--- src/rtl/conv_pkg.sv ---
// conv_pkg: shared FSM states, result tag type and sizing helpers for conv_window_scheduler
package conv_pkg;
    typedef enum logic [1:0] {IDLE, RUN, FLUSH, DONE} state_t;
    localparam int COORD_W = 16;
    typedef struct packed {
        logic               valid;
        logic [COORD_W-1:0] x;
        logic [COORD_W-1:0] y;
    } tag_t;
    function automatic int out_rows(input int h, input int kh);
        return h - kh + 1;
    endfunction
    function automatic int cnt_w(input int n);
        return n > 1 ? $clog2(n) : 1;
    endfunction
endpackage

--- src/rtl/conv_tag_pipe.sv ---
// conv_tag_pipe: enable-gated tag shift register; the registered tail lines up with datapath data_out
module conv_tag_pipe
    import conv_pkg::*;
#(
    parameter int PIPE_LATENCY = 5
) (
    input  logic clk,
    input  logic reset_n,
    input  logic en,
    input  tag_t in_tag,
    output tag_t res_tag
);
    tag_t tail_in;
    generate
        if (PIPE_LATENCY == 1) begin : g_direct
            assign tail_in = in_tag;
        end else begin : g_shift
            tag_t sr [PIPE_LATENCY-1];
            always_ff @(posedge clk or negedge reset_n)
                if (!reset_n) begin
                    for (int i = 0; i < PIPE_LATENCY-1; i++) sr[i] <= '0;
                end else if (en) begin
                    sr[0] <= in_tag;
                    for (int i = 1; i < PIPE_LATENCY-1; i++) sr[i] <= sr[i-1];
                end
            assign tail_in = sr[PIPE_LATENCY-2];
        end
    endgenerate
    // coordinates only follow valid tags so they hold across invalid shifts and stalls
    always_ff @(posedge clk or negedge reset_n)
        if (!reset_n) begin
            res_tag <= '0;
        end else begin
            res_tag.valid <= en & tail_in.valid;
            if (en && tail_in.valid) begin
                res_tag.x <= tail_in.x;
                res_tag.y <= tail_in.y;
            end
        end
endmodule

--- src/rtl/conv_window_scheduler.sv ---
// conv_window_scheduler: feeds one frame of column beats into the windowed convolution datapath and tags results.
// Optional CONV_SCHED_PERF_CNT_EN adds the stall_cycles counter output.
module conv_window_scheduler
    import conv_pkg::*;
#(
    parameter int KERNEL_WIDTH  = 3,
    parameter int KERNEL_HEIGHT = 3,
    parameter int DATA_WIDTH    = 16,
    parameter int IMG_WIDTH     = 32,
    parameter int IMG_HEIGHT    = 32,
    parameter int PIPE_LATENCY  = 5
) (
    input  logic                                clk,
    input  logic                                reset_n,
    input  logic                                start,
    input  logic                                pix_valid,
    output logic                                pix_ready,
    input  logic [KERNEL_HEIGHT*DATA_WIDTH-1:0] col_in,
    output logic                                win_en,
    output logic [KERNEL_HEIGHT*DATA_WIDTH-1:0] win_col,
    output logic                                res_valid,
    output logic [$clog2(IMG_WIDTH)-1:0]        res_x,
    output logic [$clog2(IMG_HEIGHT)-1:0]       res_y,
    output logic                                busy,
    output logic                                frame_done
`ifdef CONV_SCHED_PERF_CNT_EN
    ,
    output logic [31:0]                         stall_cycles
`endif
);
    localparam int OUT_ROWS = out_rows(IMG_HEIGHT, KERNEL_HEIGHT);
    localparam int XW = $clog2(IMG_WIDTH);
    localparam int YW = $clog2(IMG_HEIGHT);
    localparam int FW = cnt_w(PIPE_LATENCY);
    state_t        state;
    logic [XW-1:0] col;
    logic [YW-1:0] row;
    logic [FW-1:0] fcnt;
    logic          accept, last_col, last_row, unused_tag;
    tag_t          in_tag, res_tag;
    assign accept     = state == RUN && pix_valid;
    assign last_col   = col == XW'(IMG_WIDTH-1);
    assign last_row   = row == YW'(OUT_ROWS-1);
    assign pix_ready  = state == RUN;
    assign win_en     = accept || state == FLUSH;
    assign win_col    = accept ? col_in : '0;
    assign busy       = state != IDLE;
    assign frame_done = state == DONE;
    always_ff @(posedge clk or negedge reset_n)
        if (!reset_n) begin
            state <= IDLE;
            col   <= '0;
            row   <= '0;
            fcnt  <= '0;
        end else begin
            case (state)
                IDLE: if (start) begin
                    state <= RUN;
                    col   <= '0;
                    row   <= '0;
                end
                RUN: if (pix_valid) begin
                    col <= last_col ? '0 : col + 1'b1;
                    if (last_col && last_row) begin
                        state <= FLUSH;
                        row   <= '0;
                        fcnt  <= '0;
                    end else if (last_col) begin
                        row <= row + 1'b1;
                    end
                end
                FLUSH: begin
                    fcnt <= fcnt + 1'b1;
                    if (fcnt == FW'(PIPE_LATENCY-1)) state <= DONE;
                end
                default: state <= IDLE;
            endcase
        end
    // the first KERNEL_WIDTH-1 beats of a row still hold the previous row's columns
    assign in_tag = '{valid: accept && col >= XW'(KERNEL_WIDTH-1),
                      x:     COORD_W'(col - XW'(KERNEL_WIDTH-1)),
                      y:     COORD_W'(row)};
    conv_tag_pipe #(.PIPE_LATENCY(PIPE_LATENCY)) u_tag_pipe (
        .clk     (clk),
        .reset_n (reset_n),
        .en      (win_en),
        .in_tag  (in_tag),
        .res_tag (res_tag)
    );
    assign res_valid  = res_tag.valid;
    assign res_x      = res_tag.x[XW-1:0];
    assign res_y      = res_tag.y[YW-1:0];
    assign unused_tag = ^{res_tag.x, res_tag.y};
`ifdef CONV_SCHED_PERF_CNT_EN
    always_ff @(posedge clk or negedge reset_n)
        if (!reset_n)
            stall_cycles <= '0;
        else if (state == IDLE && start)
            stall_cycles <= '0;
        else if (state == RUN && !pix_valid && stall_cycles != '1)
            stall_cycles <= stall_cycles + 1'b1;
`endif
endmodule

--- config.mk ---
export PLATFORM = sky130hd
export DESIGN_NAME = conv_window_scheduler
export DESIGN_NICKNAME = d
export VERILOG_FILES = /design/src/rtl/conv_pkg.sv /design/src/rtl/conv_tag_pipe.sv /design/src/rtl/conv_window_scheduler.sv
export SDC_FILE = /design/constraint.sdc
export NUM_CORES = 1
export LEC_CHECK = 0
export CORE_ASPECT_RATIO = 0.6
export CORE_MARGIN = 4
export CORE_UTILIZATION = 24
export CTS_BUF_LIST = sky130_fd_sc_hd__clkbuf_2 sky130_fd_sc_hd__clkbuf_4 sky130_fd_sc_hd__clkbuf_8
export CTS_CLUSTER_SIZE = 24
export DETAILED_ROUTE_END_ITERATION = 12
export PLACE_DENSITY = 0.45
export SKIP_LAST_GASP = 1
export SYNTH_ARGS = -nofsm -noshare
export SYNTH_HDL_FRONTEND = slang
export SYNTH_SLANG_ARGS = --single-unit
--- constraint.sdc ---
create_clock -name clk -period 2.2 [get_ports clk]
set_input_delay 0.44 -clock clk [delete_from_list [all_inputs] [get_ports clk]]
set_output_delay 0.44 -clock clk [all_outputs]
set_load 0.005 [all_outputs]
==> metrics.cfg <==
[detailed_routing]
routed_wl_um=10400
vias_per_cell=4.31
routedWlPerCell_um=14.7
ant_nets=0
via_count=3066
drtPass1Iterations=4
drt_iter0_drc=230
drc=0

[global_route]
grt_overflow_total=0
first_global_vias=3024
grt_start_max_net_pins=71
grt_pass1_wl_um=16400
antenna_found_initial=0
gr-usage-all-layers=0.127

[timing]
period_share=1.00
period_minus_slack_ps=2210
fin_skew_ps=18.0
fin_setup_tns_ps=-24.0
fmax_mhz=453
relSlewSlack=0.636
rsz0062_at_grt=true
drv_slew=0
worst_slew_pin_slew_ps=532
setup_slack_ps=-5.08
setup_viol=8
finalHoldViolations=0

[synth]
synth_flop_cell=dfrtp_1
synth_nets=448
synth.top_cells.by_area=dfrtp_1, nand2_1, and3_1
async_reset_ff_frac=1.00
yosysWarningCount=0
yosysUniqueCellTypes=41
synth.cell_area_sq_mm=0.00345
yosysTopAreaCell=dfrtp_1
synth_edf_count=0
synthCells=383
synth_top_area_frac=0.507
avgSynthCellArea_sq_um=9.01
synth_seq_area_share=0.507
synth_seq_cells=70

[critical_path]
critPathRequiredTime_ps=1760
crit_type=flop to output pin
arrival_ps=1770
critPathMaxFanout=13
cp-start-kind=flop
critical_path.endpoint_type=output pin

[outcome]
violations=negative setup slack
status=finished with violations

[layout]
nets=579
n_antenna_cell=0
fin_area_sq_mm=0.00528
multi_input_area_sq_mm=0.00155
fill_cells=1457
seq_area_sq_mm=0.00175
drive_gt1_frac=0.179
area_growth_pct=53.0
post-route-util=0.381

[clock_tree]
clockRootBuffer=clkbuf_8
insertion_delay_ps=350
clock_sinks=70
cts_tree=built
cts_hold_buf=0
htreeDepth=3
cts_buffer_depth=2
clkSlewWorstSetupHoldPaths_ps=90
cts-buffers-inserted=9

[floorplan]
fp.dieW_um=163
start_util=0.249
rows=33
die_h_um=101
io_pins=115
core_area_sq_mm=0.0139
dieArea_sq_mm=0.0164

[place]
port_buffers=114
dp_hpwl_um=6840
gp_congestion=0.783
place_area_sq_mm=0.00491

[pwr]
p_per_area_mw_per_mm2=1230
vdd_drop_max_v=0.000395
leakagePower_nw=2.85

[flow_run]
maxCapViolCount=0

[hold_path]
worst_hold_path_type=input pin to async pin

==> cells in the mapped netlist, types with 2 or more instances <==
cell type / count
a21oi_1: 5
a22o_1: 4
a22oi_1: 2
and3_1: 49
buf_2: 8
clkbuf_1: 15
dfrtp_1: 70
ha_1: 13
inv_1: 15
inv_2: 2
mux2_2: 11
nand2_1: 125
nand2b_1: 4
nand3_1: 6
nand3b_1: 4
nor2_1: 5
nor2b_1: 2
nor3_1: 3
o21a_1: 3
o21ai_0: 13
o22ai_1: 2
xnor2_1: 3
==> flip-flops by register name (all words and copies together) (netlist names) <==
signal,cells
col,5
u_tag_pipe.g_shift.sr,44
state,2
u_tag_pipe.res_tag,11
fcnt,3
row,5
==> power breakdown <==
part | internal [W] | total (W) | switching [W]
Clock | 0.000618 | 0.00111 | 0.000492
Combinational | 0.00167 | 0.00324 | 0.00157
Sequential | 0.00183 | 0.00214 | 0.000316
==> metrics by stage <==
stage | hold slack, ps | worst slack (ps) | std cells | power [W]
6_report | 93.8 | -5.08 | 711 | 0.00649
4_1_cts | 107 | -154 | 707 | 0.00650
3_3_place_gp | 449 | -141 | 682 | 0.00500
5_1_grt | 110 | -103 | 711 | 0.00710
2_1_floorplan | 144 | 397 | 383 | 0.00380
3_5_place_dp | 453 | -182 | 682 | 0.00507
==> worst max-delay path: stages, from the launching register on <==
cell and delay (ps):
dfrtp_1 370, inv_2 60, ha_4 180, buf_4 130, buf_4 130, buf_12 140, and3_1 140, dlygate4sd2_1 270
==> metal layers <==
| layer | global-route usage | wire length [um] | vias up |
|---|---|---|---|
| li1 | - | - | 1534 |
| met1 | 0.183 | 5440 | 1484 |
| met2 | 0.190 | 4560 | 35 |
| met3 | 0.0286 | 291 | 13 |
| met4 | 0.0393 | 143 | 0 |
| met5 | 0 | 0 | - |
==> layout make-up <==
| cell class | count | share of cell area |
|---|---|---|
| multi-input combinational | 270 | 0.294 |
| timing repair buffer | 146 | 0.276 |
| clock buffer | 12 | 0.0313 |
| inverter | 17 | 0.0121 |
| clock inverter | 4 | 0.0102 |
| sequential | 70 | 0.332 |
| tap | 192 | 0.0455 |
==> path summary, 6_finish.rpt <==
| kind | from | end | slack, ps | cells after the start |
|---|---|---|---|---|
| setup / recovery | state[1] | win_col[13] | -5 | 7 |
| hold / removal | reset_n | u_tag_pipe.g_shift.sr[82] | 90 | 2 |
| setup reg to reg | col[1] | row[4] | 180 | 7 |
| hold reg to reg | u_tag_pipe.g_shift.sr[51] | u_tag_pipe.g_shift.sr[51] | 470 | 2 |
| max in group asynchronous | reset_n | u_tag_pipe.res_tag[3] | 1760 | 2 |
| min in group clk | u_tag_pipe.g_shift.sr[51] | u_tag_pipe.g_shift.sr[51] | 470 | 2 |
==> placed cells by master (no fill, tap or decap), types with 2 or more instances in the layout <==
master,Yosys,final
o21ai_0,13,13
nand2_1,125,125
and3_1,49,48
inv_2,2,3
dlymetal6s2s_1,0,6
a22oi_1,2,2
a21oi_1,5,4
nand3_1,6,6
mux2_2,11,11
dfrtp_1,70,70
o22ai_1,2,2
a22o_1,4,4
ha_2,0,2
o21a_1,3,3
clkbuf_8,0,12
buf_4,1,20
xnor2_1,3,3
bufbuf_16,0,4
nand3b_1,4,4
nand2b_1,4,4
clkdlybuf4s50_1,0,61
ha_1,13,10
nor2b_1,2,2
nor3_1,3,3
buf_12,0,6
buf_2,8,2
dlygate4sd2_1,0,22
nor2_1,5,5
clkinvlp_4,0,2
inv_1,15,14
clkbuf_2,0,23
==> what timing repair did <==
| action | CTS | global route |
|---|---|---|
| resized for setup | 51 | 60 |
| endpoints found under the setup margin | 50 | 30 |
| gates cloned | 5 | 1 |
| buffers inserted | 4 | 3 |
==> cell families (layout without fill, tap and decap cells) <==
family	after synthesis	in the layout	synth area share
XOR/XNOR	4	4	0.0102
AO/OA/AOI/OAI	41	41	0.0783
buffers and inverters	43	179	0.0529
adder cells (fa/ha/maj)	13	13	0.0471
multiplexers	11	11	0.0359
flip-flops	70	70	0.507
AND/OR/NAND/NOR	201	201	0.268
No activity file was read; power rests on OpenSTA's default activity.
